===== config.mk =====
export PLATFORM = sky130hd
export DESIGN_NAME = tdm_demux_1to4
export DESIGN_NICKNAME = d
export VERILOG_FILES = /design/src/rtl/tdm_demux_1to4.sv
export SDC_FILE = /design/constraint.sdc
export NUM_CORES = 1
export LEC_CHECK = 0
export CAP_MARGIN = 10
export CELL_PAD_IN_SITES_DETAIL_PLACEMENT = 0
export CELL_PAD_IN_SITES_GLOBAL_PLACEMENT = 1
export CORE_MARGIN = 5
export CORE_UTILIZATION = 30
export DETAILED_ROUTE_END_ITERATION = 16
export MAX_ROUTING_LAYER = met4
export PLACE_DENSITY = 0.7
export SYNTH_ARGS = -nofsm -noshare
export SYNTH_HDL_FRONTEND = slang
export SYNTH_SLANG_ARGS = --single-unit

===== constraint.sdc =====
create_clock -name clk -period 2.5 [get_ports clk]
set_clock_uncertainty 0.1 [all_clocks]
set_input_delay 0.625 -clock clk [delete_from_list [all_inputs] [get_ports clk]]
set_output_delay 0.625 -clock clk [all_outputs]
set_load 0.01 [all_outputs]

===== src/rtl/tdm_demux_1to4.sv =====
// tdm_demux_1to4 -- receive end of a 4-slot time-division link.
// Collects one WIDTH-bit beat per slot (slot 0 marked by in_sof) and
// publishes each complete frame to channel outputs a..d in a single edge.
// Frame alignment is tracked with a HUNT/LOCKED state machine; alignment
// violations raise a one-cycle err_sync pulse.
//
// Ports:
//   clk, rst_n          rising-edge clock, asynchronous active-low reset
//   in_valid            beat present this cycle (always accepted)
//   in_sof              start of frame, qualified by in_valid (slot 0)
//   in_data [WIDTH]     slot payload
//   a, b, c, d [WIDTH]  slots 0..3 of the last complete frame
//   out_valid           1-cycle pulse: a..d just updated
//   sel [2]             slot index expected for the next accepted beat
//   locked              frame alignment held
//   err_sync            1-cycle pulse: alignment violation detected
module tdm_demux_1to4 #(
  parameter int WIDTH = 8
) (
  input  logic             clk,
  input  logic             rst_n,
  input  logic             in_valid,
  input  logic             in_sof,
  input  logic [WIDTH-1:0] in_data,
  output logic [WIDTH-1:0] a,
  output logic [WIDTH-1:0] b,
  output logic [WIDTH-1:0] c,
  output logic [WIDTH-1:0] d,
  output logic             out_valid,
  output logic [1:0]       sel,
  output logic             locked,
  output logic             err_sync
);

  typedef enum logic {HUNT, LOCKED} state_t;

  state_t           state, state_n;
  logic [1:0]       sel_n;
  logic [WIDTH-1:0] s0, s1, s2;
  logic [WIDTH-1:0] s0_n, s1_n, s2_n;
  logic [WIDTH-1:0] a_n, b_n, c_n, d_n;
  logic             out_valid_n, err_sync_n;

  always_ff @(posedge clk or negedge rst_n) begin
    if (!rst_n) begin
      state     <= HUNT;
      sel       <= '0;
      s0        <= '0;
      s1        <= '0;
      s2        <= '0;
      a         <= '0;
      b         <= '0;
      c         <= '0;
      d         <= '0;
      out_valid <= 1'b0;
      err_sync  <= 1'b0;
    end else begin
      state     <= state_n;
      sel       <= sel_n;
      s0        <= s0_n;
      s1        <= s1_n;
      s2        <= s2_n;
      a         <= a_n;
      b         <= b_n;
      c         <= c_n;
      d         <= d_n;
      out_valid <= out_valid_n;
      err_sync  <= err_sync_n;
    end
  end

  always_comb begin
    state_n     = state;
    sel_n       = sel;
    s0_n        = s0;
    s1_n        = s1;
    s2_n        = s2;
    a_n         = a;
    b_n         = b;
    c_n         = c;
    d_n         = d;
    out_valid_n = 1'b0;
    err_sync_n  = 1'b0;

    if (in_valid) begin
      case (state)
        HUNT: begin
          // Non-SOF beats while hunting are dropped silently.
          if (in_sof) begin
            s0_n    = in_data;
            sel_n   = 2'd1;
            state_n = LOCKED;
          end
        end
        LOCKED: begin
          if (sel == 2'd0) begin
            if (in_sof) begin
              s0_n  = in_data;
              sel_n = 2'd1;
            end else begin
              err_sync_n = 1'b1;
              sel_n      = 2'd0;
              state_n    = HUNT;
            end
          end else if (in_sof) begin
            // Early SOF: abandon the partial frame, restart at slot 0.
            err_sync_n = 1'b1;
            s0_n       = in_data;
            sel_n      = 2'd1;
          end else begin
            case (sel)
              2'd1:    s1_n = in_data;
              2'd2:    s2_n = in_data;
              default: begin
                // Slot 3 goes straight to d so all four outputs move together.
                a_n         = s0;
                b_n         = s1;
                c_n         = s2;
                d_n         = in_data;
                out_valid_n = 1'b1;
              end
            endcase
            sel_n = sel + 2'd1;
          end
        end
        default: begin
          state_n = HUNT;
          sel_n   = 2'd0;
        end
      endcase
    end
  end

  assign locked = (state == LOCKED);

endmodule


After elaboration in Yosys (flattened, before gate mapping)
Index checks and enable logic that the tools add are counted. Widths: inputs -> output; s select.

Bits in registers: 61. Output and inout bits: 37. Word-level logic and storage cells: 44.

Add/sub/neg operators: 1. Equal/unequal tests: 3. Muxes and demuxes: 18. Bitwise operators: 4. Reduce and logical (&&, ||, !) cells: 7.

Operator list (count): $reduce_and 5->1 (3); $mux 1 (12); $mux 8 (1); $mux 2 (3); $not 1->1 (4); $pmux 2 s2 (1); $reduce_and 2->1 (2); $add 2x1->2 const B (1); $eq 2x1->1 const B (1); $eq 2x2->1 const B (1); $logic_not 2->1 (1); $ne 2x2->1 const B (1); $pmux 1 s2 (1); $reduce_or 2->1 (1).

Logic depth before layout (Yosys ltp)
Depth in word-level cells: 7. Mapped depth: 7. Depth with buffers taken out: 6.

Worst setup path before layout
OpenSTA, ideal clock, no wires.

Kind: input-to-reg. Start: in in_sof. End: reg a[0]. Library setup time: 0.125 ns. Data arrival time: 1.792 ns. Path slack: 0.483 ns. Stages: 6. Path buffers: 2. Cell sequence: clkbuf_1 inv_1 ha_1 nand4b_4 buf_6 mux2_4.

Cells in the longest elaborated chain, start to end: 2.

RTL lines: start, declared (RTL line 23) `input logic in_sof,`; $not 1->1 (no line); $reduce_and 5->1 (no line); end signal, assigned (RTL line 63) `a <= a_n;`; end, declared (RTL line 25) `output logic [WIDTH-1:0] a,`.

Every way passes these cells. A chain may end at the register's enable or synchronous reset.

Worst setup path in the final report
Start: reg state (netlist: locked). End: out locked.

RTL lines: start, declared (RTL line 37) `state_t state, state_n;`; start signal, assigned (RTL line 58) `state <= state_n;`; end, declared (RTL line 31) `output logic locked,`.

No word-level cell between the ends.

==> impl_metrics.toml <==
[outcome]
outcome = "complete, no violations"

[logic_synthesis]
synth_edf_count = 0
synthFlopType = "dfrtp_1"
syn_avg_cell_area_um2 = 17.26
syn-num-nets = 164
netlist_area_um2 = 2537
yosys.area_share.simple_pct = 4.241
yosys.area.top_type_share_pct = 60.16
synth.most_common_cell = "dfrtp_1"
synth_common_cells = "61 x dfrtp_1, 30 x mux2_4, 26 x mux2_2"
synth_cells = 147
synthXorXnorAreaFrac_pct = 0
synth_top_family_by_area = "multiplexers"
yosys_register_bits = 61
muxShareOfSynthArea_pct = 29.29
ys_types = 22
synthTopCellsByArea = "dfrtp_1 60%, mux2_4 18%, mux2_2 12%, ha_1 2.5%, buf_6 1.3%"
synth-adder-area-share_pct = 2.465
ys_async_sr_fraction_pct = 100.0
yosys.area.top_type = "dfrtp_1"
yosys_warnings = 0
yosysSeqAreaShare_pct = 60.16
synth_compound_area_share_pct = 1.183

[critical_path]
startpoint = "locked"
path_max_fanout = 12
critical_path.max_stage_delay_ps = 620
worst-path-buf-inv = 1
rrSetupSlack_ps = 450
worstPathRequired_ps = 1770
path_depth = 1
critPathTopFamily = "buffers and inverters"
endpoint_kind = "output port"
crit_chain = "clkdlybuf4s50_1"
worstSetupEndpoint = "locked"
critPathArrivalTime_ps = 1530
r2r-start = "sel[0]"
r2r_cells = 6
regToRegEndpoint = "s1[5]"
worst_path_max_delay_cell = "clkdlybuf4s50_1"
critical_path_class = "reg -> out"
start_kind = "flip-flop"

[route]
viasPerCell = 4.383
antenna_left = 0
dr.pass1.iters = 4
drt-wirelength-per-cell_um = 14.72
drtIter0Drc = 28
routed_wl_mm = 4.606
vias = 1372
drc = 0

[timing]
hold_viol = 0
fmax_mhz = 444.4
setup_viol = 0
rsz0062_at_grt = "false"
timing.final.crit_share_pct = 90.01
fin_hold_ws_ps = 193.1
finalSetupTns_ps = 0
fin_ws_ps = 249.9
min_period_ps = 2250
tightestPinTransition_ps = 397.6
worst_slew_margin_rel_pct = 73.49
slew_violations = 0

[clock_network]
hold_buffers = 0
htreeDepth = 3
post_cts_buffers = 0
cts_buffers = 9
cts_tree = "yes"
cts_buffer_depth = 2
cts_resized = 0
clk_root_buffer_cell = "clkbuf_8"
cts_sinks = 61
clock_latency_ps = 320
clk_pin_slew_ps = 70

[floorplan]
die_h_um = 102.0
fp.dieArea_um2 = 10400
rows = 33
die_w_um = 102.0
initial_utilization_pct = 30.88
io-pin-count = 49
core_area_um2 = 8217

[global_routing]
first_global_vias = 1407
grt_pass1_wl_mm = 7.403
gr-total-overflow = 0
grt_max_degree = 62
grtUsageTotal_pct = 9.843
antenna_found_initial = 0

[layout]
multi_input_area_um2 = 943.4
fillCellCount = 759
drive_gt1_share_pct = 38.94
final_nets = 222
seq_area_um2 = 1526
synthToLayoutAreaGrowth_pct = 31.31
n_antenna_cell = 0

[pwr]
leakagePower_nw = 1.589
vdd_drop_max_uv = 386.0
p_per_area_nw_per_um2 = 1175

[place]
place.port_buffers = 48
dp_slack_ps = 95.72
gp_congestion = 0.7534
hpwl_mm = 3.006

[run]
maxCapViolCount = 0

[min_path]
holdCritPathClass = "in -> async"
==> cell usage in the layout (no fill, tap or decap), drive strengths merged, types with 2 or more instances in the layout <==
| cell | netlist | final |
|---|---|---|
| ha | 5 | 5 |
| mux2 | 56 | 56 |
| nand4b | 2 | 2 |
| inv | 4 | 4 |
| clkinv | 0 | 2 |
| nand2 | 2 | 2 |
| buf | 5 | 6 |
| clkbuf | 1 | 12 |
| dfrtp | 61 | 61 |
| nand4 | 2 | 2 |
| clkdlybuf4s50 | 0 | 47 |
==> state kept, by name, indices dropped and copies added (netlist names), 2 cells and up <==
signal,count
c,8
s0,8
d,8
s1,8
b,8
sel,2
a,8
s2,8
==> cell type report <==
cell class	instances	area share [%]
Tap cell	105	3.943
Clock buffer	12	4.656
Clock inverter	2	0.3004
Inverter	4	0.4506
Timing Repair Buffer	53	16.52
Sequential cell	61	45.81
Multi-Input combinational cell	76	28.31
==> cell families after synthesis <==
family / after synthesis
flops: 61
buf+inv: 10
simple gates: 11
fa+ha+maj: 5
compound gates: 4
mux: 56
==> per-stage QoR <==
step | total power [mW] | cell area, um^2 | instances | util (%)
6_report | 3.917 | 3332 | 313 | 40.55
5_1_grt | 4.154 | 3332 | 313 | 40.55
4_1_cts | 3.980 | 3332 | 313 | 40.55
3_5_place_dp | 3.203 | 3167 | 299 | 38.54
3_3_place_gp | 3.190 | 3167 | 299 | 38.54
2_1_floorplan | 2.464 | 2537 | 147 | -
==> routing by layer <==
layer  GRT usage (%)  vias to the layer above  wire, um
met5               -                        -         0
met4           4.541                        0        79
met3           3.891                        7       317
met2           13.04                       34      1935
met1           13.12                      689      2274
li1                -                      642         -
==> report_power, final <==
group	leakage, nW	internal, mW	switching [mW]
clock	0.0881	0.400	0.354
sequential	0.757	1.38	0.242
combinational	0.744	1.04	0.503
total	1.59	2.82	1.10
==> how the worst min path moves through the flow <==
stage / from / to / cells past startpoint
detailed placement: s0[0] / a[0] / 1
global route: rst_n / c[2] / 2
floorplan: rst_n / a[0] / 0
CTS: rst_n / c[2] / 2
finish: rst_n / c[2] / 2
global placement: s0[4] / a[4] / 1
No activity file was read; power rests on OpenSTA's default activity.
==> RTL change 1: new RTL, same settings <==
Remove the register `out_valid`: a continuous assignment takes its place, so the output `out_valid` follows one clock earlier. Comments in the files are not updated.
--- a/src/rtl/tdm_demux_1to4.sv
+++ b/src/rtl/tdm_demux_1to4.sv
@@ -52,7 +52,6 @@
       b         <= '0;
       c         <= '0;
       d         <= '0;
-      out_valid <= 1'b0;
       err_sync  <= 1'b0;
     end else begin
       state     <= state_n;
@@ -64,10 +63,11 @@
       b         <= b_n;
       c         <= c_n;
       d         <= d_n;
-      out_valid <= out_valid_n;
       err_sync  <= err_sync_n;
     end
   end
+
+  assign out_valid = out_valid_n;
 
   always_comb begin
     state_n     = state;
Function: changed (Yosys sat finds a counterexample within 4 cycles, from zero or initial values and one cycle with rst_n low).
==> RTL change 1 against the original RTL <==
Critical path depth rose by 4. Area after synthesis down 0.99%. Sequential power fell by 3%. Worst hold slack better by 10 ps. Power decreased by 0.80%. Clock power shrank 4.4%. Worst setup slack got worse by 130 ps. Cell count grew 2.2%. Routed wire length increased by 1.7%. Global-route usage up 0.51 points. Final area is 0.41% higher. Sequential cell count fell by 1. Critical endpoint is now out_valid.
==> RTL change 1: results (changes against the original RTL) <==
[placement] placed insts 303 [was 299]
[clock_network] total CTS buffers 9 [unchanged]
[synth] sequential share of the synthesized area 59.8% [was 60.2%]
[synth] Net Count, Synth 163 [was 164]
[synth] top post-synthesis cells by area dfrtp_1 (60%), mux2_4 (18%), mux2_2 (12%) [unchanged]
[synth] cell types with the highest counts after synthesis dfrtp_1 (60), mux2_4 (30), mux2_2 (26), ha_1 (5), inv_1 (4) [was dfrtp_1 (61), mux2_4 (30), mux2_2 (26), ha_1 (5), inv_1 (4)]
[global_routing] GRT Overall Usage 10.4% [was 9.84%]
[route] Via-to-Cell Ratio 4.38 [about the same]
[run_status] outcome complete, no violations [unchanged]
[power] worst vdd rail ir drop 0.374 mV [was 0.386 mV]
[critical_path] worst reg2reg endpoint s1[1] [was s1[5]]
[route] initial DRC count 25 [was 28]
[min_path] classification of the worst-slack hold path in -> async [unchanged]
[finish] net total in the final layout 227 [was 222]
[critical_path] register-to-register path setup slack 520 ps [was 450 ps]
[critical_path] reg2reg path depth 7 [was 6]
[global_routing] via count of the first global-routing pass 1514 [was 1407]
[timing] Least-Margin Pin Slew 325 ps [was 398 ps]
[critical_path] worst r2r src sel[1] [was sel[0]]
[placement] Placement Cell Area 3180 um2 [was 3170 um2]
[power] Leak 0.00161 uW [was 0.00159 uW]
[route] wire length per cell after detailed routing 14.6 um [was 14.7 um]
[critical_path] worst-path maximum fanout 3 [was 12]
[global_routing] first-pass GRT wire length 7770 um [was 7400 um]
[global_routing] maximum number of pins on one net before global-route repair 61 [was 62]
[route] number of vias in the routed layout 1403 [was 1372]
[placement] HPWL reported at the end of detailed placement 3130 um [was 3010 um]
[route] TritonRoute pass-1 iters 3 [was 4]
[placement] RD Place Congestion 0.715 [was 0.753]
[finish] fraction of final layout cells sized beyond drive strength 1 40.9% [was 38.9%]
-- RTL change 1: cell families (layout without fill, tap and decap cells) --
family	after synthesis	in the layout	share of synthesized area, %
simple gates	11	11	4.28
compound gates	4	4	1.20
buf+inv	10	79	2.69
flops	60	60	59.8
fa+ha+maj	5	5	2.49
mux	56	56	29.6
-- RTL change 1: area by class of cell --
cell class	instances	area, um2
clock inverter	5	28.8
fill	777	4830
tap	105	131
multi-input combinational	76	943
sequential	60	1500
inverter	4	15.0
clock buffer	11	131
timing repair buffer	59	594
-- RTL change 1: through the flow --
step	setup WS, ps	total power (uW)
after floorplan	483	2440
after global placement	-83.9	3180
after detailed placement	-111	3200
after CTS	84.7	3960
after global routing	25.9	4140
final	120	3890
-- RTL change 1: repair_timing --
item	4_1_cts	5_1_grt
resized for setup	1	0
setup endpoints to repair	1	0
setup buffers	1	0
hold buffers	0	0
-- RTL change 1: where the power goes --
part / internal (uW) / total (uW) / switching [uW]
sequential: 1360 / 1570 / 212
clock: 355 / 720 / 365
combinational: 1060 / 1590 / 536
-- RTL change 1: worst max-delay path by stage --
stage               cells past startpoint   endpoint    from  slack (ps)
CTS                                     5  out_valid  sel[1]          80
detailed placement                      4  out_valid  in_sof        -110
global route                            5  out_valid  sel[1]          30
finish                                  5  out_valid  sel[1]         120
floorplan                               6       a[0]  in_sof         480
global placement                        4  out_valid  in_sof         -80
-- RTL change 1: per-layer routing --
metal,GRT usage (%),part of all wire [%],up-vias
met5,-,0,-
met4,5.52,2.0,0
met3,2.89,4.5,10
met2,14.5,46,35
met1,13.5,47,708
li1,-,-,650
-- RTL change 1: critical path, stage by stage, from the launching register on --
cell           delay, ps
dfrtp_1              390
inv_1                110
ha_1                 280
nor2_1               100
and4_1               190
dlygate4sd2_1        270
==> RTL change 2: new RTL, config.mk and constraints unchanged <==
Without the edit above. The parameter `WIDTH` goes from 8 to 12.
--- a/src/rtl/tdm_demux_1to4.sv
+++ b/src/rtl/tdm_demux_1to4.sv
@@ -15,7 +15,7 @@
 //   locked              frame alignment held
 //   err_sync            1-cycle pulse: alignment violation detected
 module tdm_demux_1to4 #(
-  parameter int WIDTH = 8
+  parameter int WIDTH = 12
 ) (
   input  logic             clk,
   input  logic             rst_n,
Interface: changed (5 resized); port bits go from 49 to 69. No check against the original RTL was run, so the function may have changed too.
==> RTL change 2 against the original RTL <==
Area after synthesis rose by 34%. Combinational power up 23%. Count of clock-buffer cells in the layout is 1 lower. Sequential cell count grew 28. Highest routed layer unchanged. Power up 43%. Critical path depth did not move. Non-clock buffer count rose by 23. Worst hold slack got worse by 14 ps. Register-to-register slack got worse by 60 ps. Sequential power is 43% higher. Routed wire length increased by 39%. Worst setup slack better by 33 ps. Final area rose by 39%.
==> RTL change 2: results (changes against the original RTL) <==
[synth] sequential share of the synthesized area 65.3% [was 60.2%]
[placement] placed insts 416 [was 299]
[critical_path] worst reg2reg endpoint a[3] [was s1[5]]
[finish] number of signal-net buffers in the layout 76 [was 53]
[finish] proportion of final cell area spent on non-clock buffers 17.0% [was 16.5%]
[placement] pre-CTS WS 30.1 ps [was 95.7 ps]
[finish] total of fill cells in the finished design 1060 [was 759]
[route] number of vias in the routed layout 1950 [was 1372]
[placement] count of buffers inserted at the top-level ports 68 [was 48]
[timing] post-route fraction of the period consumed by the critical path 88.7% [was 90.0%]
[synth] top post-synthesis cells by area dfrtp_1 (65%), mux2_2 (28%), ha_1 (1.8%) [was dfrtp_1 (60%), mux2_4 (18%), mux2_2 (12%)]
[finish] ClkCell Share 6.77% [was 4.96%]
[placement] Placement Cell Area 4320 um2 [was 3170 um2]
[finish] sequential standard cell area 2230 um2 [was 1530 um2]
[finish] number of clock buffer instances in the layout 11 [was 12]
[finish] fraction of final layout cells sized beyond drive strength 1 38.1% [was 38.9%]
[route] wire length per cell after detailed routing 14.9 um [was 14.7 um]
[global_routing] fraction of met1 tracks used by global routing 13.6% [was 13.1%]
[global_routing] GRT Overall Usage 10.7% [was 9.84%]
[finish] net total in the final layout 305 [was 222]
[route] met3 wire len 379 um [was 317 um]
[run_status] outcome complete, no violations [unchanged]
[timing] Least-Margin Pin Slew 566 ps [was 398 ps]
[placement] HPWL reported at the end of detailed placement 4290 um [was 3010 um]
[global_routing] Most Crowded Layer GR met2 [was met1]
[global_routing] via count of the first global-routing pass 2168 [was 1407]
[route] wire length on met1 2970 um [was 2270 um]
[finish] count of multi-input combinational gates 104 [was 76]
[route] Via-to-Cell Ratio 4.51 [was 4.38]
[global_routing] GRT met3 Usage 2.85% [was 3.89%]
[critical_path] Arrival @ worst endpoint 1490 ps [was 1530 ps]
[synth] cell types with the highest counts after synthesis dfrtp_1 (89), mux2_2 (84), buf_2 (9), ha_1 (5), inv_1 (4) [was dfrtp_1 (61), mux2_4 (30), mux2_2 (26), ha_1 (5), inv_1 (4)]
[synth] share of the synthesized area in compound gates (AO/OA/AOI/OAI) 0.881% [was 1.18%]
[timing] worst hold slack after final layout 179 ps [was 193 ps]
[critical_path] worst r2r src sel[1] [was sel[0]]
[die] standard-cell rows 39 [was 33]
[global_routing] first-pass GRT wire length 10800 um [was 7400 um]
[global_routing] GRT met2 Usage 16.1% [was 13.0%]
[critical_path] reg2reg path depth 7 [was 6]
[power] worst vdd rail ir drop 0.454 mV [was 0.386 mV]
[synth] post-synthesis average cell area 16.5 um2 [was 17.3 um2]
[finish] multi-input gate share of total cell area 24.0% [was 28.3%]
[placement] RD Place Congestion 0.748 [was 0.753]
==> RTL change 2: changes by cell type after synthesis, moves of 2 or more <==
| cell | unedited run | this run |
|---|---|---|
| buf_2 | 0 | 9 |
| nand4_2 | 2 | 0 |
| mux2_4 | 30 | 0 |
| dfrtp_1 | 61 | 89 |
| buf_6 | 3 | 0 |
| mux2_2 | 26 | 84 |
| nand4_1 | 0 | 2 |
==> RTL change 2: cell families after synthesis <==
kind of cell / after synthesis
AO/OA/AOI/OAI: 4
adder cells (fa/ha/maj): 5
buffers and inverters: 14
flip-flops: 89
multiplexers: 84
AND/OR/NAND/NOR: 11
==> RTL change 2: report_power, final <==
group,switching [uW],leakage [uW],internal (uW)
Combinational,665,0.000808,1230
Clock,540,0.000157,836
Sequential,310,0.00110,2010
Total,1510,0.00207,4080
==> RTL change 2: worst register-to-register path: cells and delay by family, from the launching register on <==
family                   cells  cell delay [ps]
multiplexers                 1              450
adder cells (fa/ha/maj)      2              440
flip-flops                   1              410
AND/OR/NAND/NOR              1              150
buffers and inverters        3              430
